==> config.mk <==
export PLATFORM = sky130hd
export DESIGN_NAME = mem_access_arbiter
export DESIGN_NICKNAME = d
export VERILOG_FILES = /design/src/rtl/mem_arb_pkg.sv /design/src/rtl/mem_arb_grant.sv /design/src/rtl/mem_access_arbiter.sv
export SDC_FILE = /design/constraint.sdc
export NUM_CORES = 1
export LEC_CHECK = 0
export ABC_AREA = 1
export CAP_MARGIN = 20
export CORE_ASPECT_RATIO = 1.75
export CORE_UTILIZATION = 38
export DETAILED_ROUTE_END_ITERATION = 12
export PLACE_DENSITY = 0.89
export SKIP_CTS_REPAIR_TIMING = 1
export SYNTH_ARGS = -nofsm -noshare
export SYNTH_HDL_FRONTEND = slang
export SYNTH_HIERARCHICAL = 1
export SYNTH_SLANG_ARGS = --single-unit
==> constraint.sdc <==
create_clock -name clock -period 1.6 [get_ports clock]
set_input_delay 0.24 -clock clock [delete_from_list [all_inputs] [get_ports clock]]
set_output_delay 0.24 -clock clock [all_outputs]
set_load 0.03 [all_outputs]
==> src/rtl/mem_arb_pkg.sv <==
// rtl/mem_arb_pkg.sv - shared types and helpers for the memory access arbiter
//
// Contents:
//   arb_state_e     FSM encoding (IDLE / ACCESS / RESP)
//   PORT_IF/PORT_LS requester indices (instruction fetch / load-store)
//   is_misaligned   word access whose byte address is not word aligned
// No ports (package).

package mem_arb_pkg;

    typedef enum logic [1:0] {
        ST_IDLE   = 2'd0,
        ST_ACCESS = 2'd1,
        ST_RESP   = 2'd2
    } arb_state_e;

    localparam logic PORT_IF = 1'b0;
    localparam logic PORT_LS = 1'b1;

    function automatic logic is_misaligned(input logic is_byte, input logic [1:0] addr_lsb);
        return !is_byte && (addr_lsb != 2'b00);
    endfunction

endpackage

==> src/rtl/mem_arb_grant.sv <==
// rtl/mem_arb_grant.sv - combinational winner select between the two requesters
//
// Build option: MEM_ARB_RR_EN selects round-robin on ties; otherwise the
// load/store port (1) always beats instruction fetch (0).
// Ports:
//   req_i     in  2  eligible requests
//   rr_ptr_i  in  1  last granted port (MEM_ARB_RR_EN builds only)
//   any_o     out 1  at least one eligible request
//   winner_o  out 1  selected port index

module mem_arb_grant
    import mem_arb_pkg::*;
(
    input  logic [1:0] req_i,
`ifdef MEM_ARB_RR_EN
    input  logic       rr_ptr_i,
`endif
    output logic       any_o,
    output logic       winner_o
);

    always_comb begin
        any_o = |req_i;
`ifdef MEM_ARB_RR_EN
        // rr_ptr_i is the port granted last, so the other one wins a tie.
        if (&req_i) begin
            winner_o = ~rr_ptr_i;
        end else begin
            winner_o = req_i[PORT_LS] ? PORT_LS : PORT_IF;
        end
`else
        winner_o = req_i[PORT_LS] ? PORT_LS : PORT_IF;
`endif
    end

endmodule

==> src/rtl/mem_access_arbiter.sv <==
// rtl/mem_access_arbiter.sv - shares one memory between instruction fetch and load/store
//
// Build option: MEM_ARB_RR_EN (round-robin tie break, see mem_arb_grant).
// Ports:
//   clock, reset                    clock and synchronous active-high reset
//   req_valid/req_write/req_byte    per-port request, store flag, byte flag (2 bits)
//   req_addr0/1, req_wdata0/1       per-port byte address and store data
//   ack                             one-cycle completion pulse per port
//   resp_err                        misaligned word access, valid with ack
//   resp_rdata                      load data, valid with ack, held otherwise
//   mem_read/mem_write/mem_byte     memory strobes and byte-operation select
//   mem_address/mem_wdata           memory address and store data
//   mem_rdata                       memory read data

module mem_access_arbiter
    import mem_arb_pkg::*;
#(
    parameter int unsigned ADDR_W   = 18,
    parameter int unsigned DATA_W   = 32,
    parameter int unsigned HOLD_CYC = 2
) (
    input  logic              clock,
    input  logic              reset,
    input  logic [1:0]        req_valid,
    input  logic [1:0]        req_write,
    input  logic [1:0]        req_byte,
    input  logic [ADDR_W-1:0] req_addr0,
    input  logic [ADDR_W-1:0] req_addr1,
    input  logic [DATA_W-1:0] req_wdata0,
    input  logic [DATA_W-1:0] req_wdata1,
    output logic [1:0]        ack,
    output logic              resp_err,
    output logic [DATA_W-1:0] resp_rdata,
    output logic              mem_read,
    output logic              mem_write,
    output logic              mem_byte,
    output logic [ADDR_W-1:0] mem_address,
    output logic [DATA_W-1:0] mem_wdata,
    input  logic [DATA_W-1:0] mem_rdata
);

    localparam int unsigned      CNT_W    = (HOLD_CYC > 1) ? $clog2(HOLD_CYC) : 1;
    localparam logic [CNT_W-1:0] CNT_LAST = CNT_W'(HOLD_CYC - 1);

    arb_state_e        state_q, state_d;
    logic [CNT_W-1:0]  cnt_q, cnt_d;
    logic              winner_q, winner_d;
    logic              err_q, err_d;
    logic [1:0]        ack_q, ack_d;
    logic              resp_err_q, resp_err_d;
    logic [DATA_W-1:0] rdata_q, rdata_d;
    logic              rd_q, rd_d;
    logic              wr_q, wr_d;
    logic              byte_q, byte_d;
    logic [ADDR_W-1:0] addr_q, addr_d;
    logic [DATA_W-1:0] wdata_q, wdata_d;
`ifdef MEM_ARB_RR_EN
    logic              rr_ptr_q, rr_ptr_d;
`endif

    logic              grant_any;
    logic              grant_winner;
    logic [1:0]        req_elig;
    logic              sel_write;
    logic              sel_byte;
    logic [ADDR_W-1:0] sel_addr;
    logic [DATA_W-1:0] sel_wdata;

    // A port is still allowed to hold req_valid during its own ack cycle;
    // masking it there keeps one completed request from being granted twice.
    assign req_elig  = req_valid & ~ack_q;

    assign sel_write = grant_winner ? req_write[1] : req_write[0];
    assign sel_byte  = grant_winner ? req_byte[1]  : req_byte[0];
    assign sel_addr  = grant_winner ? req_addr1    : req_addr0;
    assign sel_wdata = grant_winner ? req_wdata1   : req_wdata0;

    mem_arb_grant u_grant (
        .req_i    (req_elig),
`ifdef MEM_ARB_RR_EN
        .rr_ptr_i (rr_ptr_q),
`endif
        .any_o    (grant_any),
        .winner_o (grant_winner)
    );

    always_comb begin
        state_d    = state_q;
        cnt_d      = cnt_q;
        winner_d   = winner_q;
        err_d      = err_q;
        ack_d      = 2'b00;
        resp_err_d = 1'b0;
        rdata_d    = rdata_q;
        rd_d       = rd_q;
        wr_d       = wr_q;
        byte_d     = byte_q;
        addr_d     = addr_q;
        wdata_d    = wdata_q;
`ifdef MEM_ARB_RR_EN
        rr_ptr_d   = rr_ptr_q;
`endif
        unique case (state_q)
            ST_IDLE: begin
                if (grant_any) begin
                    winner_d = grant_winner;
`ifdef MEM_ARB_RR_EN
                    rr_ptr_d = grant_winner;
`endif
                    if (is_misaligned(sel_byte, sel_addr[1:0])) begin
                        // Rejected without touching the memory.
                        err_d   = 1'b1;
                        state_d = ST_RESP;
                    end else begin
                        err_d   = 1'b0;
                        rd_d    = ~sel_write;
                        wr_d    = sel_write;
                        byte_d  = sel_byte;
                        addr_d  = sel_addr;
                        wdata_d = sel_wdata;
                        cnt_d   = '0;
                        state_d = ST_ACCESS;
                    end
                end
            end
            ST_ACCESS: begin
                if (cnt_q == CNT_LAST) begin
                    if (rd_q) begin
                        rdata_d = mem_rdata;
                    end
                    rd_d    = 1'b0;
                    wr_d    = 1'b0;
                    byte_d  = 1'b0;
                    state_d = ST_RESP;
                end else begin
                    cnt_d = cnt_q + CNT_W'(1);
                end
            end
            ST_RESP: begin
                ack_d[winner_q] = 1'b1;
                resp_err_d      = err_q;
                state_d         = ST_IDLE;
            end
            default: state_d = ST_IDLE;
        endcase
    end

    always_ff @(posedge clock) begin
        if (reset) begin
            state_q    <= ST_IDLE;
            cnt_q      <= '0;
            winner_q   <= 1'b0;
            err_q      <= 1'b0;
            ack_q      <= 2'b00;
            resp_err_q <= 1'b0;
            rdata_q    <= '0;
            rd_q       <= 1'b0;
            wr_q       <= 1'b0;
            byte_q     <= 1'b0;
            addr_q     <= '0;
            wdata_q    <= '0;
`ifdef MEM_ARB_RR_EN
            rr_ptr_q   <= 1'b0;
`endif
        end else begin
            state_q    <= state_d;
            cnt_q      <= cnt_d;
            winner_q   <= winner_d;
            err_q      <= err_d;
            ack_q      <= ack_d;
            resp_err_q <= resp_err_d;
            rdata_q    <= rdata_d;
            rd_q       <= rd_d;
            wr_q       <= wr_d;
            byte_q     <= byte_d;
            addr_q     <= addr_d;
            wdata_q    <= wdata_d;
`ifdef MEM_ARB_RR_EN
            rr_ptr_q   <= rr_ptr_d;
`endif
        end
    end

    assign ack         = ack_q;
    assign resp_err    = resp_err_q;
    assign resp_rdata  = rdata_q;
    assign mem_read    = rd_q;
    assign mem_write   = wr_q;
    assign mem_byte    = byte_q;
    assign mem_address = addr_q;
    assign mem_wdata   = wdata_q;

endmodule

Word level (Yosys, flattened, before mapping)
Cells that the tools add are included.

cells by class
  reductions and logical operators = 14
  multipliers = 0
  eq/ne operators = 5
  add/subtract/negate cells = 1
  divide/modulo/power cells = 0
  shifts and indexed selects = 0
  multiplexer cells = 26
  bitwise logic cells = 5
  magnitude comparators = 2

operators with widths
  kind                                                 number
  2-to-1 mux 32 bit                                    1
  2-to-1 mux 18 bit                                    1
  2-to-1 mux 1 bit                                     15
  AND reduction 3 bit                                  3
  case mux 1 bit (2 select lines)                      4
  2-to-1 mux 2 bit                                     3
  != test 2 bit (second input constant)                3
  case mux 2 bit (2 select lines)                      1
  AND reduction 2 bit                                  2
  AND reduction 4 bit                                  1
  nonzero test 2 bit                                   2
  OR reduction 2 bit                                   2
  inverter 1 bit                                       3
  bitwise AND 2 bit                                    1
  == test 2 x 1 -> 1 bit (second input constant)       1
  == test 2 bit (second input constant)                1
  logical AND 1 bit                                    2
  zero test 2 bit                                      1
  < comparator 1 x 2 -> 1 bit (second input constant)  1
  inverter 2 bit                                       1
  adder 1 bit (second input constant)                  1
  demux 1 bit (select 1 bit)                           1
  >= comparator 1 bit (second input constant)          1
  zero test 1 bit                                      1

storage, ports and cells
  output and inout port bits = 88
  input bits = 140
  latch bits = 0
  logic and storage cells = 65
  bits in read-only memories = 0
  memories kept = 0
  bits in writable memories = 0
  flip-flop bits (word level) = 93

Depth between registers and ports, before layout
Gate-level depths: netlist of the first run.

  depth after elaboration = 9
  mapped depth = 14
  gate-level depth less buffers = 12

Modules after synthesis
Netlist of the first run, hierarchy kept.

by module, submodules not included
  module              area each (sq um)  seq. area each (sq um)  cells an instance  times used
  mem_access_arbiter  3937.5             1861.8                  592                1
  mem_arb_grant       18.8               0.0                     4                  1

Worst setup path after synthesis of the first run
Ideal clock, no wire load.

  path kind = reg-to-reg
  from = register ack_q[1] (netlist: ack[1])
  to = register wdata_q[11] (netlist: mem_wdata[11])
  arrival time = 1.637 ns
  clock period less this slack = 1.751 ns
  cell stages (with the launch flop) = 14
  library setup time = 0.113 ns
  slack = -0.151 ns
  data required time = 1.487 ns
  cells stage by stage = dfxtp_1 -> nor2_1 -> buf_4 -> buf_6 -> inv_4 -> nand2_1 -> nand2_1 -> nand2_1 -> nand2_2 -> nand2_4 -> buf_6 -> buf_6 -> o21ai_1 -> nor2_1

on the way
  cells in the longest elaborated chain, start to end = 8
  elaborated cells between the ends (all ways) = 12

ends and longest elaborated chain
  element                                                line                                                text
  start: declaration                                     mem_access_arbiter.sv:49                            logic [1:0] ack_q, ack_d;
  start signal: assignment                               mem_access_arbiter.sv:170                           ack_q <= ack_d;
  inverter 2 bit (*)                                     mem_access_arbiter.sv:71                            assign req_elig = req_valid & ~ack_q;
  bitwise AND 2 bit (*)                                  mem_access_arbiter.sv:71
  via req_elig[1]                                        mem_access_arbiter.sv:63                            logic [1:0] req_elig;
  2-to-1 mux 1 bit (*)                                   mem_arb_grant.sv:32                                 winner_o = req_i[PORT_LS] ? PORT_LS : PORT_IF;
  via grant_winner                                       mem_access_arbiter.sv:62                            logic grant_winner;
  2-to-1 mux 18 bit or 2-to-1 mux 1 bit (tied branches)  mem_access_arbiter.sv:75, mem_access_arbiter.sv:74
  nonzero test 2 bit or zero test 1 bit (tied branches)  mem_arb_pkg.sv:21                                   return !is_byte && (addr_lsb != 2'b00);
  logical AND 1 bit                                      mem_arb_pkg.sv:21
  inverter 1 bit (no line)                               -
  AND reduction 3 bit (no line)                          -
  end signal: assignment                                 mem_access_arbiter.sv:177                           wdata_q <= wdata_d;
  end: declaration                                       mem_access_arbiter.sv:56                            logic [DATA_W-1:0] wdata_q, wdata_d;

The timed path passes the listed nets; every way through them passes the cells marked *.
A chain may end at the register's enable or synchronous reset.

Worst setup path in the final report of the first run
  from = register ack_q[1] (netlist: ack[1])
  to = register wdata_q[19] (netlist: mem_wdata[19])

on the way
  cells in the longest elaborated chain, start to end = 8
  elaborated cells between the ends (all ways) = 12

ends and longest elaborated chain
  element                                                line
  inverter 2 bit (*)                                     mem_access_arbiter.sv:71
  bitwise AND 2 bit (*)                                  mem_access_arbiter.sv:71
  via req_elig[1]                                        mem_access_arbiter.sv:63
  2-to-1 mux 1 bit                                       mem_arb_grant.sv:32
  2-to-1 mux 18 bit or 2-to-1 mux 1 bit (tied branches)  mem_access_arbiter.sv:75, mem_access_arbiter.sv:74
  nonzero test 2 bit or zero test 1 bit (tied branches)  mem_arb_pkg.sv:21
  logical AND 1 bit                                      mem_arb_pkg.sv:21
  inverter 1 bit (no line)                               -
  AND reduction 3 bit (no line)                          -

Marked as above.

==> flow_summary.yaml, run 1 <==
outcome:
  status: "finished, violations left"
  failed_checks: "negative setup slack"
hold_path:
  hp-class: "reg2reg"
clocking:
  clkSinkCount: 93
  cts_tree: "built"
  cts-htree-levels: 3
  root_buffer: "clkbuf_16"
  clockBufferDepth: 2
  clk_pin_slew_worst_paths_ns: 0.07
  numCtsBuffers: 9
  clock_latency_ns: 0.34
synthesis:
  synth_cell_types: 20
  synth-main-ff-cell: "dfxtp_1"
  async_flop_share: 0
  avgSynthCellArea_um2: 6.638
  synth_most_common_cell: "nor2_1"
  synth_edf_count: 0
  synth_commonest_cells: "nor2_1 (179), nand2_1 (169), dfxtp_1 (93), o21ai_0 (62), o21ai_1 (21)"
  syn_area_um2: 3956
  synth_nets: 736
  yosysWarnings: 6
  ys_seq_area_frac: 0.4706
  synthTopCellsByArea: "dfxtp_1 (47%), nor2_1 (17%), nand2_1 (16%)"
  synth_top_area_cell: "dfxtp_1"
  yosysTopAreaCellShare: 0.4706
  ys_ff_latch: 93
  synth_cells: 596
floorplan:
  start_util: 0.3968
  io_pins: 228
  die-area_um2: 10840
  fp.dieW_um: 79.13
  core_um2: 9970
  die_y_um: 137.0
  row_count: 48
power:
  p_seq_frac: 0.348
  internal_power_mw: 5.355
  switching_share: 0.3238
  p_sw_mw: 2.564
  comb_power_share: 0.350
  power_density_nw_per_um2: 1046
  leakage_nw: 4.561
  ir_drop_v: 0.0007253
  p_clk_frac: 0.302
global_route:
  grt.total_usage: 0.2310
  grt_pass1_wl_um: 19330
  grt_pass1_vias: 4123
  grt_max_degree: 45
  overflow: 0
  antenna_found_initial: 0
drt:
  drt_iter0_markers: 216
  drcViolationCount: 0
  final_antenna_net_count: 0
  drt_pass1_iterations: 4
  vias_per_cell: 4.854
  num_vias: 4704
  wl_per_cell_um: 14.74
  drt_wl_total_um: 14290
sta:
  fin_crit_sh: 1.067
  worst_slew_pin_slew_ns: 0.4016
  fmax_ghz: 0.5856
  fin_skew_ns: 0.009600
  relSlewSlack: 0.7318
  rsz0062_at_grt: "true"
  slew_violations: 0
  setup_ws_ns: -0.1077
  finalSetupViolCount: 43
  fin_crit_ns: 1.708
  whs_ns: 0.4476
  hold_viol_final: 0
setup_path:
  end_kind: "flip-flop"
  path_cells: "nor2_4, buf_12, inv_8, nand2_4, nand2_2, nand2_2, nand2_4, nand2_8, clkinv_8, buf_12, nor2_1, nor2_1"
  start_kind: "flip-flop"
  crit_required_ns: 1.83
  cp_top_family: "simple AND/OR/NAND/NOR gates"
  cp_slowest_stage_delay_ns: 0.36
  slowest_stage: "dfxtp_4"
  crit_type: "reg2reg"
  arrival_ns: 1.94
  worst-path-buf-inv: 4
  crit_fanout: 12
layout:
  fillers: 699
  multiInputGateArea_um2: 2088
  seqCellArea_um2: 1866
  area_growth_pct: 91.27
  nNetsFinal: 979
  final_area_um2: 7567
  antennaDiodeCount: 0
  drive_gt1_frac: 0.1493
flow_run:
  max-cap-violations: 0
place:
  placed_cell_area_um2: 6510
  port-buffer-count: 227
  routabilityCongestion: 0.8285
  dp_hpwl_um: 9631
-- layer usage --
layer / up-vias / track usage / part of all wire
met1: 2125 / 0.2351 / 0.35
met5: - / 0 / 0
met4: 0 / 0.1232 / 0.043
li1: 2334 / - / -
met3: 50 / 0.05333 / 0.056
met2: 195 / 0.4272 / 0.55
-- worst register-to-register path, cell delays in order (launching register included) --
cell,delay (ns)
dfxtp_4,0.36
nor2_4,0.16
buf_12,0.15
inv_8,0.04
nand2_4,0.05
nand2_2,0.07
nand2_2,0.10
nand2_4,0.08
nand2_8,0.15
clkinv_8,0.11
buf_12,0.16
nor2_1,0.11
nor2_1,0.07
-- power groups by stage --
| stage | Sequential [mW] | Combinational (mW) | Clock [mW] |
|---|---|---|---|
| 2_1_floorplan | 3.21 | 0.760 | 0 |
| 3_3_place_gp | 2.75 | 2.30 | 0 |
| 3_5_place_dp | 2.76 | 2.34 | 0 |
| 4_1_cts | 2.71 | 2.34 | 2.44 |
| 5_1_grt | 2.79 | 2.95 | 2.52 |
| 6_report | 2.76 | 2.77 | 2.39 |
-- path summary, 6_finish.rpt --
check	start	end	slack, ns	depth (start not counted)
setup / recovery	ack[1]	mem_wdata[19]	-0.11	12
setup reg to reg	ack[1]	mem_wdata[19]	-0.11	12
hold reg to reg	winner_q	ack[0]	0.45	1
hold / removal	winner_q	ack[0]	0.45	1
-- cell usage in the layout (no fill, tap or decap), drive strengths merged --
cell / count
nor2: 180
nand2: 171
clkdlybuf4s50: 139
dfxtp: 93
dlymetal6s2s: 88
o21ai: 83
buf: 37
inv: 21
clkbuf: 14
nand3: 6
a21oi: 4
clkinvlp: 3
bufinv: 2
nor3: 1
clkinv: 1
o21bai: 1
-- final cells by class --
type	count	area share
timing repair buffer	268	0.3977
clock inverter	6	0.01207
multi-input combinational	446	0.2760
inverter	20	0.01257
tap	125	0.02067
timing repair inverter	1	0.001488
sequential	93	0.2465
clock buffer	10	0.03307
-- cells by family after synthesis --
group | synth area share
AND/OR/NAND/NOR | 0.3463
flip-flops | 0.4706
AO/OA/AOI/OAI | 0.1120
buffers and inverters | 0.07115
-- sequential cells by signal, indices dropped and copies added, names as in the netlist --
name	flops
err_q	1
mem_read	1
state_q	2
resp_rdata	32
winner_q	1
mem_byte	1
mem_write	1
ack	2
mem_wdata	32
mem_address	18
cnt_q	1
resp_err	1
-- stage by stage --
step                      setup WS (ns)  std cells  power (mW)  TNS, ns  utilization
final                           -0.1077        969       7.919   -2.162       0.7590
after global routing            -0.1772        969       8.259   -5.275       0.7590
after CTS                      -0.07440        954       7.493   -2.970       0.6872
after detailed placement        -0.4286        938       5.098   -21.62       0.6530
after global placement          -0.3345        938       5.055   -17.60       0.6530
after floorplan                0.002569        596       3.974        0            -
No activity file was read; power rests on OpenSTA's default activity.
==> run 2, diff against run 1 <==
--- a/config.mk
+++ b/config.mk
@@ -7,7 +7,7 @@
 export LEC_CHECK = 0
 export ABC_AREA = 1
 export CAP_MARGIN = 20
-export CORE_ASPECT_RATIO = 1.75
+export CORE_ASPECT_RATIO = 0.9
 export CORE_UTILIZATION = 38
 export DETAILED_ROUTE_END_ITERATION = 12
 export PLACE_DENSITY = 0.89
==> flow_summary.yaml, run 2 (synthesis results as in run 1) <==
layout:
  area_growth_pct: 90.61
  final_cell_count_no_fill: 971
  fin_util: 0.7641
  final_cell_mix: "nand2_1 (162), clkdlybuf4s50_1 (144), nor2_1 (143), dfxtp_1 (92), dlymetal6s2s_1 (83)"
  drive_gt1_frac: 0.1751
  fillers: 677
  nNetsFinal: 980
  antennaDiodeCount: 0
  final_common_cell: "nand2_1"
clocking:
  cts_tree: "built"
  clk_pin_slew_worst_paths_ns: 0.06
  clockBufferDepth: 2
  root_buffer: "clkbuf_16"
  numCtsBuffers: 9
  cts-htree-levels: 3
  clkSinkCount: 93
  clock_latency_ns: 0.34
sta:
  hold_viol_final: 0
  relSlewSlack: 0.7408
  finalSetupViolCount: 51
  fin_crit_ns: 1.807
  fin_skew_ns: 0.007907
  fin_crit_sh: 1.129
  worst_slew_pin_slew_ns: 0.3882
  rsz0062_at_grt: "true"
  finalSetupTns_ns: -8.170
  fmax_ghz: 0.5535
  slew_violations: 0
  setup_ws_ns: -0.2068
  whs_ns: 0.4691
setup_path:
  end_kind: "flip-flop"
  arrival_ns: 2.03
  crit_fanout: 8
  start_kind: "flip-flop"
  worstSetupStartpoint: "ack[1]"
  crit_type: "reg2reg"
  ff2ff_setup_slack_ns: -0.21
  r2r_start: "ack[1]"
  crit_required_ns: 1.83
hold_path:
  hp-start: "mem_write"
  hp-class: "reg2reg"
global_route:
  grt_pass1_vias: 4177
  overflow: 0
  grt_pass1_wl_um: 19510
  grt.total_usage: 0.2283
  antenna_found_initial: 0
  grt_max_degree: 35
drt:
  drt_iter0_markers: 275
  drt_pass1_iterations: 4
  vias_per_cell: 4.902
  drt_wl_total_um: 14580
  num_vias: 4760
  wl_per_cell_um: 15.01
  final_antenna_net_count: 0
  drcViolationCount: 0
place:
  dp_cells: 939
  dp_hpwl_um: 9263
  port-buffer-count: 227
  routabilityCongestion: 0.7824
floorplan:
  io_pins: 228
  die-area_um2: 10820
  die_y_um: 98.80
  core_um2: 9869
  start_util: 0.4009
  row_count: 34
  fp.dieW_um: 109.6
outcome:
  status: "finished, violations left"
  failed_checks: "negative setup slack"
power:
  leakage_nw: 4.445
  power_density_nw_per_um2: 1007
  ir_drop_v: 0.0005421
flow_run:
  max-cap-violations: 0
run 2: changes by cell type in the layout (fill, tap and decap cells not counted), moves of 10 or more:
cell     before  now
nor2_2       19   31
o21ai_0      44   33
nor2_4       18    6
o21ai_2      12   32
o21ai_1      27   17
run 2: final cells by class:
type	count	area [µm²]	share of cell area
inverters	20	90.09	0.01195
flip-flops and latches	93	1866	0.2474
clock buffers	11	254.0	0.03368
clock inverters	5	33.78	0.004480
repair inverters	1	8.758	0.001161
well taps	126	157.7	0.02091
multi-input cells	447	2131	0.2826
repair buffers	268	3000	0.3979
run 2: report_power, final:
part,internal (mW),total [mW],switching (mW)
clock network,1.15,2.04,0.894
registers,2.57,2.75,0.175
logic,1.29,2.80,1.51
run 2: routing by layer:
layer  up-vias  part of all wire  track usage
li1       2338                 -            -
met2       200              0.51       0.4194
met1      2200              0.38       0.2457
met3        22             0.086      0.06746
met4         0             0.019      0.07795
met5         -                 0            0
run 2: final timing paths:
check	to	depth (start not counted)
hold reg to reg	mem_write	2
hold / removal	mem_write	2
setup reg to reg	mem_address[7]	9
setup / recovery	mem_address[7]	9
run 2: worst max-delay path: stages, from the launching register on:
cell and delay, ns:
dfxtp_4 0.35, nor2_4 0.19, inv_2 0.07, nand2_2 0.10, inv_2 0.05, nor3_4 0.36, nand2_8 0.17, clkbuf_16 0.22
o21ai_2 0.13, nor2_1 0.05
run 2: metrics by stage:
stage	setup WS (ns)	power [mW]	instance area (µm²)
6_report	-0.2068	7.591	7541
5_1_grt	-0.2391	7.928	7541
4_1_cts	-0.1031	7.067	6749
3_5_place_dp	-0.4281	5.035	6461
3_3_place_gp	-0.3543	4.992	6461
2_1_floorplan	0.002569	3.974	3960
